--- src/rtl/wave_gen_if.sv ---
// Control and sample bus of the multi-mode waveform source.
// The controller drives the master side; wave_gen sits on the slave side.
interface wave_gen_if #(
    parameter int WIDTH = 16
) ();
    // Handshake: en is a per-cycle valid qualifier with no ready or backpressure.
    // load overrides en. out/wrap are registered and describe the state that the
    // most recent edge produced.
    logic             en;
    logic             load;
    logic [1:0]       mode;
    logic [WIDTH-1:0] step;
    logic [WIDTH-1:0] seed;
    logic [WIDTH-1:0] out;
    logic             wrap;
    logic             dbg_dir;

    modport master (
        output en, load, mode, step, seed,
        input  out, wrap, dbg_dir
    );

    modport slave (
        input  en, load, mode, step, seed,
        output out, wrap, dbg_dir
    );
endinterface

--- src/rtl/wave_gen.sv ---
// Multi-mode waveform source: triangle, sawtooth, square and Galois LFSR noise,
// advancing one sample per enabled clock, with seed load and a period-end pulse.
module wave_gen #(
    parameter int               WIDTH     = 16,
    parameter logic [WIDTH-1:0] TAPS      = WIDTH'(16'hB400),
    parameter logic [WIDTH-1:0] RESET_VAL = '1
) (
    input logic        clk,
    input logic        rst,
    wave_gen_if.slave  bus
);

    typedef enum logic [1:0] {
        MODE_TRI   = 2'd0,
        MODE_SAW   = 2'd1,
        MODE_SQR   = 2'd2,
        MODE_NOISE = 2'd3
    } mode_t;

    typedef enum logic {
        DIR_DOWN = 1'b0,
        DIR_UP   = 1'b1
    } dir_t;

    localparam logic [WIDTH-1:0] MAX = '1;
    localparam logic [WIDTH-1:0] ONE = WIDTH'(1);

    logic [WIDTH-1:0] acc_q, acc_d;
    dir_t             dir_q, dir_d;
    logic [WIDTH-1:0] out_q, out_d;
    logic             wrap_q, wrap_d;
    mode_t            mode;

    logic [WIDTH:0]   sum;
    logic [WIDTH-1:0] headroom;
    logic [WIDTH-1:0] tri_acc;
    dir_t             tri_dir;
    logic             tri_wrap;
    logic [WIDTH-1:0] noise_acc;
    logic             noise_wrap;

    assign mode = mode_t'(bus.mode);

    // Headroom is computed as MAX-acc so the up-clamp test never overflows.
    always_comb begin
        sum      = {1'b0, acc_q} + {1'b0, bus.step};
        headroom = MAX - acc_q;
    end

    always_comb begin
        tri_acc  = acc_q;
        tri_dir  = dir_q;
        tri_wrap = 1'b0;
        if (bus.step != '0) begin
            if (dir_q == DIR_UP) begin
                if (headroom <= bus.step) begin
                    tri_acc = MAX;
                    tri_dir = DIR_DOWN;
                end else begin
                    tri_acc = acc_q + bus.step;
                end
            end else begin
                if (acc_q <= bus.step) begin
                    tri_acc  = '0;
                    tri_dir  = DIR_UP;
                    tri_wrap = 1'b1;
                end else begin
                    tri_acc = acc_q - bus.step;
                end
            end
        end
    end

    // An all-zero register would lock the LFSR, so it is kicked to 1.
    always_comb begin
        noise_acc = '0;
        if (acc_q == '0) begin
            noise_acc = ONE;
        end else begin
            noise_acc = (acc_q >> 1) ^ (acc_q[0] ? TAPS : '0);
        end
        noise_wrap = (noise_acc == RESET_VAL);
    end

    always_comb begin
        acc_d  = acc_q;
        dir_d  = dir_q;
        wrap_d = 1'b0;
        if (bus.load) begin
            acc_d = bus.seed;
            dir_d = DIR_UP;
        end else if (bus.en) begin
            case (mode)
                MODE_TRI: begin
                    acc_d  = tri_acc;
                    dir_d  = tri_dir;
                    wrap_d = tri_wrap;
                end
                MODE_SAW, MODE_SQR: begin
                    acc_d  = sum[WIDTH-1:0];
                    wrap_d = sum[WIDTH];
                end
                MODE_NOISE: begin
                    acc_d  = noise_acc;
                    wrap_d = noise_wrap;
                end
                default: begin
                    acc_d = acc_q;
                end
            endcase
        end
        // Output mapping applies on every edge, including hold and load.
        out_d = (mode == MODE_SQR) ? {WIDTH{acc_d[WIDTH-1]}} : acc_d;
    end

    always_ff @(posedge clk or posedge rst) begin
        if (rst) begin
            acc_q  <= RESET_VAL;
            dir_q  <= DIR_DOWN;
            out_q  <= RESET_VAL;
            wrap_q <= 1'b0;
        end else begin
            acc_q  <= acc_d;
            dir_q  <= dir_d;
            out_q  <= out_d;
            wrap_q <= wrap_d;
        end
    end

    assign bus.out     = out_q;
    assign bus.wrap    = wrap_q;
    assign bus.dbg_dir = dir_q;

endmodule

--- src/flat_wrapper.sv ---
// flat-port wrapper written by rule: the top's interface ports become plain ports
module wave_gen_flat 
#(
    parameter int               WIDTH     = 16,
    parameter logic [WIDTH-1:0] TAPS      = WIDTH'(16'hB400),
    parameter logic [WIDTH-1:0] RESET_VAL = '1
)
  (clk, rst, bus_en, bus_load, bus_mode, bus_step, bus_seed, bus_out, bus_wrap, bus_dbg_dir);
  wave_gen_if #(.WIDTH(WIDTH)) bus_i ();
  input logic clk;
  input logic rst;
  input wire logic [$bits(bus_i.en)-1:0] bus_en;
  input wire logic [$bits(bus_i.load)-1:0] bus_load;
  input wire logic [$bits(bus_i.mode)-1:0] bus_mode;
  input wire logic [$bits(bus_i.step)-1:0] bus_step;
  input wire logic [$bits(bus_i.seed)-1:0] bus_seed;
  output wire logic [$bits(bus_i.out)-1:0] bus_out;
  output wire logic [$bits(bus_i.wrap)-1:0] bus_wrap;
  output wire logic [$bits(bus_i.dbg_dir)-1:0] bus_dbg_dir;
  assign bus_i.en = bus_en;
  assign bus_i.load = bus_load;
  assign bus_i.mode = bus_mode;
  assign bus_i.step = bus_step;
  assign bus_i.seed = bus_seed;
  assign bus_out = bus_i.out;
  assign bus_wrap = bus_i.wrap;
  assign bus_dbg_dir = bus_i.dbg_dir;
  wave_gen #(.WIDTH(WIDTH), .TAPS(TAPS), .RESET_VAL(RESET_VAL)) u_core (.clk(clk), .rst(rst), .bus(bus_i));
endmodule
--- config.mk ---
export PLATFORM = sky130hd
export DESIGN_NAME = wave_gen_flat
export DESIGN_NICKNAME = d
export VERILOG_FILES = /design/src/rtl/wave_gen_if.sv /design/src/rtl/wave_gen.sv /design/src/flat_wrapper.sv
export SDC_FILE = /design/constraint.sdc
export NUM_CORES = 1
export LEC_CHECK = 0
export CAP_MARGIN = 20
export CORE_MARGIN = 2
export CORE_UTILIZATION = 25
export CTS_CLUSTER_DIAMETER = 40
export DETAILED_ROUTE_END_ITERATION = 6
export GPL_ROUTABILITY_DRIVEN = 0
export PLACE_DENSITY = 0.48
export SYNTH_ARGS = -nofsm -noshare
export SYNTH_HDL_FRONTEND = slang
export SYNTH_SLANG_ARGS = --single-unit
--- constraint.sdc ---
create_clock -name clk -period 9.75 [get_ports clk]
set_input_delay 1.95 -clock clk [delete_from_list [all_inputs] [get_ports clk]]
set_output_delay 1.95 -clock clk [all_outputs]
set_load 0.05 [all_outputs]
### After elaboration in Yosys (flattened, before gate mapping)

Index checks and enable logic that the tools add are counted.

| operators by class | value |
|---|---|
| equality and inequality tests | 4 |
| add/subtract/negate cells | 4 |
| multiplexer cells | 22 |
| bitwise gates (word level) | 1 |
| magnitude comparators | 2 |
| reductions and logical operators | 8 |

Operators by type and width:

| kind | count |
|---|---|
| $mux W16 | 8 |
| $pmux W16 S3 | 1 |
| $le A16 B16 Y1 | 2 |
| $add A16 B16 Y17 | 1 |
| $add A16 B16 Y16 | 1 |
| $eq A16 B16 Y1 const B | 1 |
| $logic_not A16 Y1 | 1 |
| $reduce_bool A16 Y1 | 1 |
| $sub A16 B16 Y16 | 1 |
| $sub A16 B16 Y16 const A | 1 |
| $xor A15 B16 Y16 | 1 |
| $mux W15 | 1 |
| $mux W1 | 11 |
| $reduce_bool A2 Y1 | 3 |
| $eq A2 B2 Y1 const B | 2 |
| $pmux W1 S3 | 1 |
| $reduce_and A3 Y1 | 1 |
| $eq A2 B1 Y1 const B | 1 |
| $logic_not A2 Y1 | 1 |
| $reduce_or A2 Y1 | 1 |

| word-level totals | value |
|---|---|
| logic and storage cells | 45 |
| output and inout port bits | 18 |
| register bits | 34 |
| bits of input ports | 38 |

### Depth between registers and ports, before layout

Gate-level depths: netlist of the first run.

| logic depth | value |
|---|---|
| word-level depth | 9 |
| mapped depth | 13 |
| depth with buffers taken out | 11 |

### Worst setup path after synthesis of the first run

No wires, ideal clock.

| timing | value |
|---|---|
| path type | input to register |
| start point | input bus_step[0] |
| end point | register u_core.out_q[11], in the netlist u_core.bus.out[11] |
| buffers on the path | 0 |
| arrival | 4.413 ns |
| library setup time | 0.094 ns |
| data required time | 9.656 ns |
| setup slack | 5.243 ns |
| cell stages on the path | 10 |
| cell sequence | ha_1 -> fa_1 -> o21bai_1 -> o211ai_1 -> a311oi_2 -> nand3_2 -> a21o_1 -> or3_1 -> a22o_1 -> o311ai_2 |

| on the way | value |
|---|---|
| cells in the longest elaborated chain, start to end | 8 |

RTL lines:

| element | RTL line | text |
|---|---|---|
| start, declared | flat_wrapper.sv:15 | `input wire logic [$bits(bus_i.step)-1:0] bus_step;` |
| $sub A16 B16 Y16, or another cell as far along | wave_gen.sv:68 | `tri_acc = acc_q - bus.step;` |
| $mux W16, on equally long branches | wave_gen.sv:63, wave_gen.sv:56 |  |
| $mux W16 | wave_gen.sv:55 | `if (dir_q == DIR_UP) begin` |
| $mux W16 | wave_gen.sv:54 | `if (bus.step != '0) begin` |
| $pmux W16 S3 (*) | wave_gen.sv:93 | `case (mode)` |
| $mux W16 (*) | wave_gen.sv:92 | `end else if (bus.en) begin` |
| $mux W16 (*) | wave_gen.sv:89 | `if (bus.load) begin` |
| $mux W15 (*) | wave_gen.sv:113 | `out_d = (mode == MODE_SQR) ? {WIDTH{acc_d[WIDTH-1]}} : acc_d;` |
| via u_core.out_d[11] | wave_gen.sv:30 | `logic [WIDTH-1:0] out_q, out_d;` |
| end signal, assigned | wave_gen.sv:125 | `out_q <= out_d;` |
| end, declared | wave_gen.sv:30 |  |

Mark *: on every way through the listed nets, which the timed path passes. The rest lies on a longest branch.
A chain may end at the register's enable or synchronous reset.

### Worst setup path in the final report of the first run

| timing | value |
|---|---|
| start point | input bus_step[9] |
| end point | register u_core.out_q[8], in the netlist u_core.bus.out[8] |

Same word-level chain as after synthesis.

==> flow_metrics.env, run 1 <==
export IMPL_max_stage_delay_ps=590
export IMPL_synth_top_area_cell="dfstp_2"
export IMPL_layout_drive_gt1_share_pct=10.7
export IMPL_r2r_end="u_core.bus.out[8]"
export IMPL_final_hold_viol_count=0
export IMPL_ctsResizeCount=0
export IMPL_io_buffer_count=55
export IMPL_dieArea_sq_um=19900
export IMPL_r2r_slack_ps=5600
export IMPL_insertion_delay_ps=280
export IMPL_first_pass_iters=5
export IMPL_criticalPathCategory="input port to flip-flop"
export IMPL_clk_path_buf_depth=2
export IMPL_drt_initial_drc_count=461
export IMPL_slowest_stage="a2111oi_2"
export IMPL_cellLeakagePower_nw=2.26
export IMPL_slew_violations=0
export IMPL_path_clk_slew_ps=50
export IMPL_grt_first_pass_wirelength_um=27500
export IMPL_crit_fanout=14
export IMPL_synthXorXnorAreaFrac_pct=3.55
export IMPL_die_w_um=141
export IMPL_worstSetupPathDepth=11
export IMPL_end_kind="flip-flop"
export IMPL_antenna_found_initial=0
export IMPL_finClkSkew_ps=5.27
export IMPL_worst_pin_slew_ps=983
export IMPL_fmax_ghz=0.177
export IMPL_rsz0062_at_grt="false"
export IMPL_overflow=0
export IMPL_routedWlPerCell_um=20.7
export IMPL_yosysMostFrequentCell="ha_1"
export IMPL_powerDensity_nw_per_um2=161
export IMPL_htreeDepth=2
export IMPL_critical_path_cell_chain="clkdlybuf4s50_1 -> inv_1 -> ha_1 -> nand4_1 -> a2111oi_2 -> o41a_1 -> o32ai_1 -> a31o_1 -> o211ai_1 -> buf_4 -> a21bo_1"
export IMPL_cts_buffers=5
export IMPL_synth_seq_cells=33
export IMPL_remaining_drc_errors=0
export IMPL_num_antenna_cells=0
export IMPL_netlist_instances=594
export IMPL_synth_edf_count=0
export IMPL_synth_top_cell_area_share_pct=17.4
export IMPL_synth_cell_types=82
export IMPL_yosys_warnings=0
export IMPL_coreArea_sq_um=18600
export IMPL_vias=4900
export IMPL_r2r_cells=10
export IMPL_finalWirelength_um=17800
export IMPL_cts_sinks=33
export IMPL_timing_rr_start="u_core.acc_q[9]"
export IMPL_clockRootBuffer="clkbuf_16"
export IMPL_synthTopCellsByArea="dfstp_2, ha_1, a21oi_1, o21ai_0, nor2_1"
export IMPL_ant_nets=0
export IMPL_fin_tns_setup_ps=0
export IMPL_synth_compound_area_share_pct=34.2
export IMPL_crit_start="bus_step[9]"
export IMPL_synth_area_sq_um=4690
export IMPL_grt_max_degree=34
export IMPL_synth_flop_cell="dfstp_2"
export IMPL_yosys_top_cells_count="ha_1, nor2_1, inv_1"
export IMPL_grt_usage_pct=17.8
export IMPL_finalSetupViolations=0
export IMPL_synth_top_family_by_area="compound AO/OA/AOI/OAI gates"
export IMPL_synthArstFlopShare_pct=100
export IMPL_critical_path_buf_inv_count=3
export IMPL_finalNetCount=723
export IMPL_period_share_pct=57.9
export IMPL_rows=50
export IMPL_drt_vias_per_instance=5.70
export IMPL_fin_crit_ps=5640
export IMPL_initial_core_util_pct=25.2
export IMPL_status="complete, no violations"
export IMPL_yosysSeqAreaShare_pct=18.4
export IMPL_cp_arrival_ps=5850
export IMPL_cts_hold_buf=0
export IMPL_yosys_area_share_simple_pct=18.9
export IMPL_dp_final_hpwl_um=14300
export IMPL_syn_area_per_cell_sq_um=7.89
export IMPL_tritoncts="yes"
export IMPL_relSlewSlack_pct=34.2
export IMPL_crit_family="compound AO/OA/AOI/OAI gates"
export IMPL_die_y_um=141
export IMPL_post_cts_buffers=0
export IMPL_critPathLaunchType="input port"
export IMPL_min_path_type="flip-flop to flip-flop"
export IMPL_syn_nets=692
export IMPL_synthToLayoutAreaGrowth_pct=18.6
export IMPL_io_pin_count=56
export IMPL_timing_critical_path_to="u_core.bus.out[8]"
export IMPL_cp_data_required_time_ps=9960
export IMPL_grt_pass1_vias=4878
export IMPL_peakVddDrop_v=0.0000690
export IMPL_fin_util_pct=29.9
export IMPL_synth_area_mux_share_pct=1.28
export IMPL_maxCapViolations=0
export IMPL_synthAdderAreaFrac_pct=16.3
worst min-delay path by stage:
stage                            endpoint            start  cells past startpoint
after floorplan           u_core.acc_q[7]  u_core.acc_q[7]                      2
after global placement    u_core.acc_q[7]  u_core.acc_q[7]                      2
after detailed placement  u_core.acc_q[7]  u_core.acc_q[7]                      2
after CTS                 u_core.acc_q[7]  u_core.acc_q[7]                      2
after global routing      u_core.acc_q[7]  u_core.acc_q[7]                      2
final                     u_core.acc_q[7]  u_core.acc_q[7]                      2
area by class of cell:
class | instances | area, sq um
fill | 1983 | 13000
clock inverter | 1 | 5.00
sequential | 33 | 865
inverter | 49 | 184
clock buffer | 7 | 153
tap | 234 | 293
multi-input combinational | 477 | 3480
timing repair buffer | 59 | 581
metrics by stage:
step / cells / hold slack, ps / power (mW) / cell area [sq um] / setup WS (ps)
after floorplan: 594 / 602 / 0.560 / 4690 / 5240
after global placement: 851 / 708 / 0.723 / 5400 / 3650
after detailed placement: 851 / 682 / 0.722 / 5400 / 3650
after CTS: 859 / 700 / 0.891 / 5550 / 3950
after global routing: 860 / 731 / 0.950 / 5560 / 3880
final: 860 / 692 / 0.897 / 5560 / 4110
report_power, final:
part / internal (mW) / switching [mW] / leakage (nW)
sequential: 0.175 / 0.0398 / 0.349
clock: 0.108 / 0.0559 / 0.0799
combinational: 0.188 / 0.329 / 1.83
sequential cells by signal, summed over array words and instances, names as in the netlist:
register / count
u_core.bus.dbg_dir: 1
u_core.acc_q: 16
u_core.bus.wrap: 1
u_core.bus.out: 15
worst min-delay path, cell delays in order, from the launching register on:
cell and delay, ps:
dfstp_2 430, nor2_1 150, o41ai_2 100
placed cells by master (no fill, tap or decap), types with 4 or more instances in the layout:
cell	count
ha_1	58
clkdlybuf4s50_1	55
nor2_1	45
inv_1	44
a21oi_1	40
o21ai_0	39
nand2_1	35
dfstp_2	31
nor4_1	13
nor3_1	13
nand2b_1	13
a221oi_1	12
xnor2_1	11
o211ai_1	11
nand3_1	11
a21o_1	10
nor2b_1	9
a211oi_1	9
or3_1	9
nand4_1	8
xor2_1	8
a2111oi_0	6
mux2i_1	6
o22ai_1	6
o21ai_1	5
a31oi_1	5
a221o_1	5
o21a_1	5
a21bo_1	5
clkbuf_16	5
o31ai_1	4
a311o_1	4
a21bo_2	4
buf_4	4
cells by family (layout without fill, tap and decap cells):
family,count (synthesis),after routing
and+or+nand+nor,174,174
DFF,33,33
xor gates and xnor gates,19,19
adders and majority gates,60,60
buffers and inverters,84,116
AOI/OAI and AO/OA,218,218
muxes,6,6
per-layer routing:
layer / GRT usage [%] / share of wire, %
met5: 0 / 0
met4: 7.16 / 4.8
met3: 2.65 / 5.3
met2: 30.0 / 47
met1: 22.7 / 43
Note: power is estimated with default switching activity, not from simulation.
==> run 2: changes to the inputs <==
Clock period 9.75 ns to 5.5 ns, I/O delays scaled along.
==> run 2 against run 1 <==
Compared with the run above: the run now ends with DRC left; wire length is 0.48% higher; register-to-register slack worse by 4100 ps; via count down 0.94%; utilization rose by 0.12 points; clock power increased by 80%; combinational power rose by 77%; first-iteration DRC count fell by 3.3%; setup slack worse by 3300 ps; sequential cell count unchanged; count of clock-buffer cells in the layout unchanged; clock skew down 1.7 ps; largest cell class unchanged; largest power group unchanged.
==> flow_metrics.env, run 2 (synthesis results as in run 1) <==
export IMPL_criticalPathCategory="input port to flip-flop"
export IMPL_drt_vias_per_instance=5.62
export IMPL_end_kind="flip-flop"
export IMPL_status="finished with violations"
export IMPL_vias=4854
export IMPL_dp_cells=855
export IMPL_final_area_sq_um=5580
export IMPL_fin_cells=863
export IMPL_tritoncts="yes"
export IMPL_post_cts_buffers=0
export IMPL_power_mw=1.59
export IMPL_die_w_um=141
export IMPL_critical_path_cell_chain="clkdlybuf4s50_1 -> ha_1 -> fa_1 -> o21bai_1 -> o211ai_1 -> a311oi_2 -> nand3_2 -> a211oi_2 -> a211oi_1 -> o31ai_1"
export IMPL_slowest_stage="a211oi_2"
export IMPL_ctsResizeCount=0
export IMPL_cts_buffers=5
export IMPL_seq_area_sq_um=865
export IMPL_rows=50
export IMPL_antenna_found_initial=0
export IMPL_routedWlPerCell_um=20.7
export IMPL_worst_pin_slew_ps=952
export IMPL_die_y_um=141
export IMPL_grt_usage_pct=17.8
export IMPL_cts_hold_buf=0
export IMPL_overflow=0
export IMPL_dieArea_sq_um=19900
export IMPL_clockRootBuffer="clkbuf_16"
export IMPL_finalSetupViolations=0
export IMPL_io_pin_count=56
export IMPL_clk_path_buf_depth=2
export IMPL_violations="DRC"
export IMPL_final_common_cell="ha_1"
export IMPL_largest_reg_flops=16
export IMPL_cellLeakagePower_nw=2.27
export IMPL_min_path_type="flip-flop to flip-flop"
export IMPL_mostFrequentLayoutCells="ha_1, clkdlybuf4s50_1, nor2_1"
export IMPL_slew_violations=0
export IMPL_crit_fanout=9
export IMPL_coreArea_sq_um=18600
export IMPL_relSlewSlack_pct=36.3
export IMPL_cts_sinks=33
export IMPL_path_clk_slew_ps=50
export IMPL_drt_initial_drc_count=446
export IMPL_critPathLaunchType="input port"
export IMPL_largest_register="u_core.acc_q"
export IMPL_dp_final_hpwl_um=14400
export IMPL_synthToLayoutAreaGrowth_pct=19.1
export IMPL_max_stage_delay_ps=680
export IMPL_finalWirelength_um=17900
export IMPL_period_share_pct=85.3
export IMPL_peakVddDrop_v=0.000120
export IMPL_powerDensity_nw_per_um2=285
export IMPL_htreeDepth=2
export IMPL_grt_pass1_vias=4854
export IMPL_layout_drive_gt1_share_pct=11.1
export IMPL_cp_data_required_time_ps=5680
export IMPL_insertion_delay_ps=280
export IMPL_cp_arrival_ps=4870
export IMPL_grt_first_pass_wirelength_um=27900
export IMPL_dpl_cell_area_sq_um=5430
export IMPL_grt_max_degree=34
export IMPL_n_fill_cell=1981
export IMPL_rsz0062_at_grt="false"
export IMPL_fmax_ghz=0.213
export IMPL_num_antenna_cells=0
export IMPL_maxCapViolations=0
export IMPL_finalNetCount=726
export IMPL_final_hold_viol_count=0
export IMPL_ant_nets=0
export IMPL_finClkSkew_ps=3.61
export IMPL_first_pass_iters=7
export IMPL_fin_tns_setup_ps=0
export IMPL_initial_core_util_pct=25.2
export IMPL_remaining_drc_errors=3
export IMPL_fin_crit_ps=4690
export IMPL_multi_input_area_sq_um=3480
export IMPL_io_buffer_count=55
[run 2: cell types whose count changed in the layout (fill, tap and decap cells not counted)]
| cell | before | now |
|---|---|---|
| buf_4 | 4 | 7 |
[run 2: worst paths after layout]
check | from | to | slack [ps] | cells after the start
max in group asynchronous | rst | u_core.bus.out[0] | 3940 | 3
min in group asynchronous | rst | u_core.bus.wrap | 1220 | 3
max | bus_step[0] | u_core.bus.out[3] | 810 | 10
max reg2reg | u_core.acc_q[0] | u_core.bus.out[3] | 1490 | 10
min reg2reg | u_core.acc_q[6] | u_core.acc_q[6] | 710 | 2
min | u_core.acc_q[6] | u_core.acc_q[6] | 710 | 2
[run 2: critical path, delay by kind of cell]
family                   cells  cell delay (ps)
buffers and inverters        1              590
adder cells (fa/ha/maj)      2              770
AND/OR/NAND/NOR              1              270
AO/OA/AOI/OAI                6             2130
[run 2: final cells by class]
type / count / area share (%)
clock inverters: 1 / 0.0896
inverters: 49 / 3.29
flip-flops and latches: 33 / 15.5
multi-input cells: 477 / 62.3
well taps: 234 / 5.24
repair buffers: 62 / 10.8
clock buffers: 7 / 2.73
[run 2: per-stage QoR]
stage	hold slack [ps]	utilization, %	worst slack, ps
after detailed placement	687	29.2	621
final	707	30.0	806
after floorplan	602	-	1840
after CTS	694	30.0	893
after global routing	745	30.0	590
after global placement	684	29.2	612
[run 2: layer usage]
metal / share of wire [%] / track usage (%)
met5: 0 / 0
met4: 2.4 / 4.58
met3: 5.6 / 2.68
met2: 48 / 30.2
met1: 44 / 23.9
[run 2: power breakdown]
group | total [mW] | leakage [nW] | switching (mW) | internal, mW
Combinational | 0.915 | 1.84 | 0.579 | 0.335
Clock | 0.296 | 0.0799 | 0.104 | 0.192
Sequential | 0.382 | 0.349 | 0.0713 | 0.311
Total | 1.59 | 2.27 | 0.755 | 0.838
==> variant: new RTL, settings of run 1 <==
`WIDTH` is set to 16 in 3 places; all go to 18.
--- a/src/rtl/wave_gen_if.sv
+++ b/src/rtl/wave_gen_if.sv
@@ -2,5 +2,5 @@
 // The controller drives the master side; wave_gen sits on the slave side.
 interface wave_gen_if #(
-    parameter int WIDTH = 16
+    parameter int WIDTH = 18
 ) ();
     // Handshake: en is a per-cycle valid qualifier with no ready or backpressure.
--- a/src/rtl/wave_gen.sv
+++ b/src/rtl/wave_gen.sv
@@ -2,5 +2,5 @@
 // advancing one sample per enabled clock, with seed load and a period-end pulse.
 module wave_gen #(
-    parameter int               WIDTH     = 16,
+    parameter int               WIDTH     = 18,
     parameter logic [WIDTH-1:0] TAPS      = WIDTH'(16'hB400),
     parameter logic [WIDTH-1:0] RESET_VAL = '1
--- a/src/flat_wrapper.sv
+++ b/src/flat_wrapper.sv
@@ -2,5 +2,5 @@
 module wave_gen_flat 
 #(
-    parameter int               WIDTH     = 16,
+    parameter int               WIDTH     = 18,
     parameter logic [WIDTH-1:0] TAPS      = WIDTH'(16'hB400),
     parameter logic [WIDTH-1:0] RESET_VAL = '1
Interface: changed (resized bus_out, bus_seed and bus_step); port bits go from 56 to 62. No check against the original RTL was run, so the function may have changed too.
==> variant against run 1 <==
  * Routed wire length fell by 3.6%
  * Power is 9.1% higher
  * Critical path type unchanged
  * Critical path depth is the same
  * Clock power grew 25%
  * Critical endpoint is now u_core.bus.out[16]
  * Sequential cell count is 4 higher
  * Die area rose by 5.1%
  * Highest routed layer unchanged
  * Final area is 6.3% higher
  * Synthesized area is 5.2% higher
  * Setup slack improved by 0.016 ns
==> variant: results (changes against run 1) <==
\begin{tabular}{lr}
\hline
Metric & Value \\
\hline
\multicolumn{2}{l}{\textbf{Final layout}} \\
\quad Share of post-route cells with drive strength above 1 & 10.66\% (-0.042 points) \\
\quad \# nets final & 771 (+6.6\%) \\
\quad Number of flip-flops in the largest register & 18 (+2) \\
\quad \# fillers & 2112 (+6.5\%) \\
\multicolumn{2}{l}{\textbf{Global routing}} \\
\quad Global Route met1 Usage & 24.14\% (+1.4 points) \\
\quad Met3 layer usage reported by global route & 1.159\% (-1.5 points) \\
\quad Overall track demand over capacity in global routing & 16.50\% (-1.3 points) \\
\quad Largest net degree at the start of global routing & 42 (+24\%) \\
\multicolumn{2}{l}{\textbf{Setup path}} \\
\quad Largest fanout on the critical path & 18 (+4) \\
\quad Crit path max-delay cell type & o22ai\_2 \\
\quad Reg2reg path depth & 11 (+1) \\
\quad Slowest cell delay on critical path & 0.65 ns (+0.06 ns) \\
\multicolumn{2}{l}{\textbf{Drt}} \\
\quad Routed wire length per instance & 18.45 µm (-11\%) \\
\quad Number of DRC markers after the initial detailed-route iteration & 463 (+0.43\%) \\
\quad Wl on met1 & 8304 µm (+8.5\%) \\
\quad Via-per-instance ratio & 5.287 (-7.2\%) \\
\quad Total vias in the final route & 4922 (+0.45\%) \\
\quad Length of routed met3 wiring & 968 µm (+2.7\%) \\
\quad Met2 wirelength from detailed routing & 7351 µm (-12\%) \\
\multicolumn{2}{l}{\textbf{Synth}} \\
\quad Top cells by count, synth & 70 x a21oi\_1, 62 x ha\_1, 62 x inv\_1 \\
\quad Number of instances in the synthesized netlist & 629 (+5.9\%) \\
\quad Net count after synthesis & 735 (+6.2\%) \\
\quad Proportion of synthesized chip area in sequential cells & 19.67\% (+1.2 points) \\
\quad Distinct cell type count after synthesis & 70 (-15\%) \\
\quad Dominant cells by area after synthesis & dfstp\_2 19\%, ha\_1 16\%, a21oi\_1 7.1\%, inv\_1 4.7\%, nor2\_1 4.0\% \\
\multicolumn{2}{l}{\textbf{Placement}} \\
\quad HPWL after DPL & 13540 µm (-5.1\%) \\
\quad Worst slack after detailed placement & 3.836 ns (+0.1824 ns) \\
\quad \# placed instances & 922 (+8.3\%) \\
\quad Port Buffer Count & 61 (+11\%) \\
\multicolumn{2}{l}{\textbf{Pwr}} \\
\quad Internal power component & 0.0005399 W (+14\%) \\
\quad Leakage power summed over all cells & 2.400 nW (+6.4\%) \\
\multicolumn{2}{l}{\textbf{Die}} \\
\quad Placeable core region & 19400 µm² (+4.4\%) \\
\multicolumn{2}{l}{\textbf{Timing}} \\
\quad Final setup skew & 0.004930 ns (-0.0003436 ns) \\
\quad Measured slew at the worst slew-check pin & 1.018 ns (+0.03451 ns) \\
\multicolumn{2}{l}{\textbf{Status}} \\
\quad Outcome & finished clean \\
\hline
\end{tabular}
-- variant: final cells by class --
cell class / instances / area, µm² / share of cell area, %
flip-flops and latches: 37 / 969.7 / 16.40
clock inverters: 3 / 65.06 / 1.101
well taps: 265 / 331.6 / 5.608
repair buffers: 69 / 670.6 / 11.34
inverters: 63 / 236.5 / 4.000
multi-input cells: 489 / 3513 / 59.43
clock buffers: 5 / 125.1 / 2.116
-- variant: worst max-delay path, delay by kind of cell --
| kind | cells | cell delay (ns) |
|---|---|---|
| buf+inv | 3 | 0.92 |
| compound gates | 7 | 2.48 |
| fa+ha+maj | 1 | 0.49 |
-- variant: path summary, 6_finish.rpt --
path,start,to,slack (ns)
max,bus_step[5],u_core.bus.out[16],4.12
min,u_core.acc_q[15],u_core.acc_q[15],0.71
max reg2reg,u_core.acc_q[0],u_core.bus.out[16],5.59
min reg2reg,u_core.acc_q[15],u_core.acc_q[15],0.71
max in group asynchronous,rst,u_core.acc_q[1],7.31
min in group asynchronous,rst,u_core.bus.dbg_dir,2.10
-- variant: power by group through the flow --
stage                     sequential, W  combinational (W)  clock, W
final                          0.000235           0.000538  0.000205
after global placement         0.000236           0.000526         0
after detailed placement       0.000235           0.000525         0
after floorplan                0.000265           0.000346         0
after global routing           0.000239           0.000582  0.000218
after CTS                      0.000234           0.000530  0.000212
-- variant: kinds of logic (layout without fill, tap and decap cells) --
kind of cell / after synthesis / count (layout) / synth area share (%)
xor gates and xnor gates: 23 / 23 / 4.085
muxes: 1 / 1 / 0.2030
and+or+nand+nor: 167 / 167 / 17.84
adders and majority gates: 64 / 64 / 16.54
DFF: 37 / 37 / 19.67
AOI/OAI and AO/OA: 234 / 234 / 32.58
buffers and inverters: 103 / 140 / 9.084
